--- src/rtl/regfile_scanner.sv ---
// Walks registers 0..NREGS-1 through a shared synchronous read port and streams {addr, data} out.
// Three cycles per register when grant and ready are both high; stalls in RD on lost grant and in HOLD on backpressure.
module regfile_scanner #(
  parameter int NREGS = 32,
  parameter int AW    = 5,
  parameter int DW    = 32
) (
  input  logic          clk,
  input  logic          rst,
  input  logic          start,
  input  logic          abort,
  output logic          busy,
  output logic          done,
  output logic          rf_req,
  input  logic          rf_grant,
  output logic [AW-1:0] rf_raddr,
  input  logic [DW-1:0] rf_rdata,
  output logic          out_valid,
  input  logic          out_ready,
  output logic [AW-1:0] out_addr,
  output logic [DW-1:0] out_data
);

  typedef enum logic [1:0] {IDLE, RD, CAP, HOLD} state_t;

  localparam logic [AW-1:0] LAST = AW'(NREGS - 1);

  state_t        state, state_nxt;
  logic [AW-1:0] index;
  logic [AW-1:0] raddr_q;
  logic          hs;

  assign hs       = out_valid & out_ready;
  assign busy     = (state != IDLE);
  assign rf_req   = (state == RD);
  // Address follows index only while requesting; otherwise it parks on the last value driven.
  assign rf_raddr = rf_req ? index : raddr_q;

  always_ff @(posedge clk) begin
    if (rst) state <= IDLE;
    else     state <= state_nxt;
  end

  always_comb begin
    state_nxt = state;
    case (state)
      IDLE: if (start) state_nxt = RD;
      RD:   if (rf_grant) state_nxt = CAP;
      CAP:  state_nxt = HOLD;
      HOLD: if (hs) state_nxt = (index == LAST) ? IDLE : RD;
      default: state_nxt = IDLE;
    endcase
    if (abort) state_nxt = IDLE;
  end

  always_ff @(posedge clk) begin
    if (rst) begin
      index     <= '0;
      raddr_q   <= '0;
      done      <= 1'b0;
      out_valid <= 1'b0;
      out_addr  <= '0;
      out_data  <= '0;
    end else begin
      done    <= 1'b0;
      raddr_q <= rf_raddr;
      if (abort && state != IDLE) begin
        index     <= '0;
        out_valid <= 1'b0;
      end else begin
        case (state)
          IDLE: if (start) index <= '0;
          CAP: begin
            out_data  <= rf_rdata;
            out_addr  <= index;
            out_valid <= 1'b1;
          end
          HOLD: if (hs) begin
            out_valid <= 1'b0;
            if (index == LAST) done  <= 1'b1;
            else               index <= index + 1'b1;
          end
          default: ;
        endcase
      end
    end
  end

endmodule

--- config.mk ---
export PLATFORM = sky130hd
export DESIGN_NAME = regfile_scanner
export DESIGN_NICKNAME = d
export VERILOG_FILES = /design/src/rtl/regfile_scanner.sv
export SDC_FILE = /design/constraint.sdc
export NUM_CORES = 1
export LEC_CHECK = 0
export BUFFER_PORTS_ARGS = -buffer_cell sky130_fd_sc_hd__buf_2
export CAP_MARGIN = 15
export CORE_UTILIZATION = 47
export CTS_CLUSTER_DIAMETER = 30
export DETAILED_ROUTE_END_ITERATION = 16
export GPL_TIMING_DRIVEN = 0
export PLACE_DENSITY_LB_ADDON = 0.3
export SETUP_SLACK_MARGIN = 0.15
export SYNTH_ARGS = -nofsm -noshare
export SYNTH_HDL_FRONTEND = slang
export SYNTH_SLANG_ARGS = --single-unit
--- constraint.sdc ---
create_clock -name clk -period 1.95 [get_ports clk]
set_input_delay 0.39 -clock clk [delete_from_list [all_inputs] [get_ports clk]]
set_output_delay 0.39 -clock clk [all_outputs]
set_load 0.01 [all_outputs]
# Word level (Yosys, flattened, before mapping)
# Index checks and enable logic that the tools add are counted.
dict set report totals {
  register_bits 51
  in_bits 38
  out_inout_bits 46
}
dict set report classes {
  addsub 1
  n_eq_ne 8
  muxes 13
  bitwise 4
  n_reduce_logical 12
}
# op count
set op_table {}
lappend op_table {{2-to-1 mux 5 bit} 4}
lappend op_table {{one-hot mux 5 bit (2 select lines)} 1}
lappend op_table {{one-hot mux 2 bit (4 select lines)} 1}
lappend op_table {{2-to-1 mux 2 bit} 3}
lappend op_table {{inequality test 2 bit (second input constant)} 3}
lappend op_table {{nonzero test 2 bit} 3}
lappend op_table {{adder 5 x 1 -> 5 bit (second input constant)} 1}
lappend op_table {{== test 5 bit (second input constant)} 1}
lappend op_table {{== test 2 bit (second input constant)} 2}
lappend op_table {{AND reduction 2 bit} 2}
lappend op_table {{AND reduction 4 bit} 1}
lappend op_table {{OR reduction 2 bit} 2}
lappend op_table {{OR reduction 4 bit} 1}
lappend op_table {{2-to-1 mux 1 bit} 3}
lappend op_table {{NOT 1 bit} 3}
lappend op_table {{AND reduction 3 bit} 1}
lappend op_table {{== test 2 x 1 -> 1 bit (second input constant)} 1}
lappend op_table {{logical NOT 2 bit} 1}
lappend op_table {{inequality test 2 x 1 -> 1 bit (second input constant)} 1}
lappend op_table {{one-hot mux 1 bit (2 select lines)} 1}
lappend op_table {{bitwise AND 1 bit} 1}
lappend op_table {{logical AND 1 bit} 1}

# Depth between registers and ports, before layout
dict set report logic_depth {
  ltp_word 4
  mapped_depth 7
  depth_no_buf 6
}

# Least setup slack after synthesis
# OpenSTA, ideal clock, no wires.
dict set report synth_path {
  kind {reg-to-reg}
  startpoint {register index[0]}
  endpoint {register index[2]}
  t_arrival_ns 1.645
  setup_slack_ns 0.235
  path_stages_with_launch 7
  n_path_buf 0
  period_less_slack_ns 1.715
  path_cell_list {dfxtp_1 ha_1 and3_1 ha_1 nand4b_1 or4_1 a21oi_1}
}
dict set report synth_via {
  elab_chain_cells 4
}
# item line
set synth_lines {}
lappend synth_lines {{from (decl)} 29} ;# logic [AW-1:0] index;
lappend synth_lines {{from (signal assigned)} 81} ;# else index <= index + 1'b1;
lappend synth_lines {{adder 5 x 1 -> 5 bit} 81}
lappend synth_lines {{2-to-1 mux 5 bit} 80} ;# if (index == LAST) done <= 1'b1;
lappend synth_lines {{2-to-1 mux 5 bit} 78} ;# HOLD: if (hs) begin
lappend synth_lines {{one-hot mux 5 bit (2 select lines)} 71} ;# case (state)
# Several ways; a longest one is shown, not always the timed one. The select of a mux whose other input is x is not followed.
# A chain may end at the register's enable or synchronous reset.

# Worst setup path in the final report
dict set report layout_path {
  startpoint {register state[1]}
  endpoint {output port rf_raddr[3]}
}
dict set report layout_via {
  elab_chain_cells 2
}
# item line
set layout_lines {}
lappend layout_lines {{from (decl)} 28} ;# state_t state, state_nxt;
lappend layout_lines {{from (signal assigned)} 41} ;# else state <= state_nxt;
lappend layout_lines {{== test 2 x 1 -> 1 bit} 35} ;# assign rf_req = (state == RD);
lappend layout_lines {{2-to-1 mux 5 bit} 37} ;# assign rf_raddr = rf_req ? index : raddr_q;
lappend layout_lines {{to (decl)} 16} ;# output logic [AW-1:0] rf_raddr,
# No other way between the ends.

==> flow_summary.toml <==
[worst_setup_path]
setup_slack_on_the_worst_flop_to_flop_path_ps = 230
crit_path_max_fanout = 7
critPathArrivalTime_ps = 1370
cp-endpoint = "rf_raddr[3]"
timing.reg2reg.worst_path_depth = 7
classification_of_the_worst_setup_path = "flop to output pin"
worstReg2RegStart = "index[0]"
worst_reg2reg_endpoint = "index[0]"
worst-endpoint-required_ps = 1560
crit_path_end_kind = "output pin"
critPathLaunch = "state[1]"
setup.worst_path.start_class = "flop"

[hold_path]
hp-start = "rf_rdata[5]"
min-delay-path-class = "input pin to flop"

[drt]
detailedRoute.firstPassIterationCount = 4
wire_per_inst_um = 13.5
postRouteAntennaNets = 0
drt-initial-drc-count = 138
vias = 2192
drt-total-wl_mm = 5.39
route.detailed.drc = 0
routed_via_density = 5.48

[final_layout]
n_fill_cell = 387
antenna-diode-count = 0
num-nets-final = 391
final-seq-area_um2 = 1030
drive_gt1_frac = 0.374
multi_input_area_um2 = 1070
post_route_cell_area_um2 = 2900
area.growth.synth_to_final_pct = 34.1
layout.cells.non_filler = 400

[sta]
timing.max_slew.rel_slack = 0.647
setup_tns_ps = 0
final_period_minus_worst_setup_slack_ps = 1760
worst_slew_pin_slew_ps = 524
final-setup-viol-count = 0
max_clock_freq_mhz = 568
final_max_slew_viol_count = 0
min_period_over_period = 0.902
timing.final.ws_setup_ps = 191
setup_repair_after_global_routing_missed_its_margin = "yes"
hold_viol_final = 0
skew_ps = 11.2

[floorplanning]
die_y_um = 69.9
ios = 84
floorplan.rows = 24
core-area_um2 = 4380
initial_core_util = 0.494
chipWidth_um = 69.9
fp.dieArea_um2 = 4880

[power]
power-per-cell-area_nw_per_um2 = 654
totalPowerFinal_mw = 1.90
power_leakage_nw = 1.25
worst_ir_drop_vdd_uv = 623

[place]
portBuffers = 83
placement.cell_area_um2 = 2650
placedCellCount = 387
detailed_place_hpwl_mm = 3.68
placement.setup.worst_slack_ps = 73.0
finalWeightedCongestion = 0.858

[clock_network]
cts-root-buf = "clkbuf_8"
cts_tree = "done"
cts-htree-levels = 2
numCtsBuffers = 5
post_cts_hold_buffer_count = 0
clk_transition_reported_paths_ps = 100
clock-sinks = 51
clk-insertion-delay-late_ps = 300
cts-root-to-sink-buffers = 2

[global_routing]
grt_start_max_net_pins = 16
antenna_found_initial = 0
globalRoute.totalOverflow = 0
wire_length_of_the_first_global_routing_pass_mm = 9.00
total_track_usage = 0.224
first_global_vias = 1900

[synthesis]
synth.cell_area_um2 = 2170
yosysSeqAreaShare = 0.471
ys_dominant_reg_cell = "dfxtp_1"
post_syn_instances = 252
post-synth-top-area-cell = "dfxtp_1"
synth.ff_latch_count = 51
synth_enable_flop_cells = 0
synth.yosys.warnings = 0
synth_fp_nets = 296
ys_types = 38
synthesis.area_per_instance_um2 = 8.59
post_synth_main_area_contributors = "dfxtp_1, nand3_1, a21oi_1"
ys_async_sr_fraction = 0
area_fraction_of_the_dominant_cell_type_after_synthesis = 0.471

[flow_run]
maxCapViolations = 0

[status]
status = "completed"
-- layout make-up --
class / count / area share
Multi-Input combinational cell: 171 / 0.368
Sequential cell: 51 / 0.356
Timing Repair Buffer: 88 / 0.167
Buffer: 24 / 0.0422
Clock buffer: 7 / 0.0332
Tap cell: 52 / 0.0224
Inverter: 6 / 0.00862
Clock inverter: 1 / 0.00259
-- cell usage in the layout, fill, tap and decap left out, types with 2 or more instances in the layout --
cell type,n
buf_6,6
ha_2,2
mux2_4,5
clkbuf_1,8
nand2_1,3
inv_1,4
nand2b_1,3
nand3_1,43
o22ai_1,3
and2_1,5
clkbuf_2,2
a21oi_1,39
dfxtp_1,47
clkbuf_8,7
clkbuf_4,3
or4_1,2
o21ai_0,31
ha_1,3
nor2b_1,3
buf_2,87
dfxtp_4,3
buf_4,5
nor2_1,3
o21ai_1,6
-- worst max-delay path: stages (launching register included) --
cell	delay, ps
dfxtp_4	380
inv_4	60
ha_4	190
mux2_4	330
buf_6	120
-- power by group --
part | switching, mW | internal [mW]
combinational | 0.103 | 0.0788
sequential | 0.00688 | 1.05
clock | 0.340 | 0.323
-- kinds of logic (layout without fill, tap and decap cells) --
family | after synthesis | in the layout | synth area share
compound gates | 90 | 90 | 0.226
fa+ha+maj | 6 | 6 | 0.0347
buf+inv | 30 | 126 | 0.0618
flops | 51 | 51 | 0.471
mux | 5 | 5 | 0.0260
simple gates | 70 | 70 | 0.180
-- synthesized netlist by cell type (all sizes together), types with 2 or more instances --
library cell / n
a21boi: 2
a21oi: 40
and2: 5
buf: 13
clkbuf: 11
dfxtp: 51
ha: 6
inv: 6
mux2: 5
nand2: 3
nand2b: 3
nand3: 43
nor2: 3
nor2b: 4
o21ai: 37
o22ai: 3
or4: 2
-- how the worst min path moves through the flow --
| stage | to | slack, ps | depth (start not counted) |
|---|---|---|---|
| floorplan | out_addr[3] | 470 | 2 |
| global placement | out_data[8] | 460 | 2 |
| detailed placement | out_data[5] | 460 | 2 |
| CTS | out_data[16] | 330 | 3 |
| global route | out_data[4] | 330 | 3 |
| finish | out_data[5] | 330 | 3 |
-- repair_timing --
item / in CTS / in global routing
pin swaps: 2 / 3
endpoints found under the setup margin: 17 / 37
gates resized for setup: 12 / 25
setup buffers: 5 / 0
-- stage by stage --
step            util  hold WS (ps)
4_1_cts        0.642           329
3_3_place_gp   0.604           457
6_report       0.662           330
5_1_grt        0.662           330
3_5_place_dp   0.604           464
2_1_floorplan      -           470
-- routing by layer --
layer	vias up	part of all wire	global-route usage
met4	0	0.012	0.0511
met3	9	0.061	0.0447
met2	76	0.47	0.346
met5	-	0	0
li1	1093	-	-
met1	1014	0.46	0.322
-- sequential cells by signal, summed over array words and instances, names as in the netlist --
| register | flops |
|---|---|
| done | 1 |
| out_valid | 1 |
| raddr_q | 5 |
| out_addr | 5 |
| state | 2 |
| index | 5 |
| out_data | 32 |
Power figures use the tool's default switching activity.
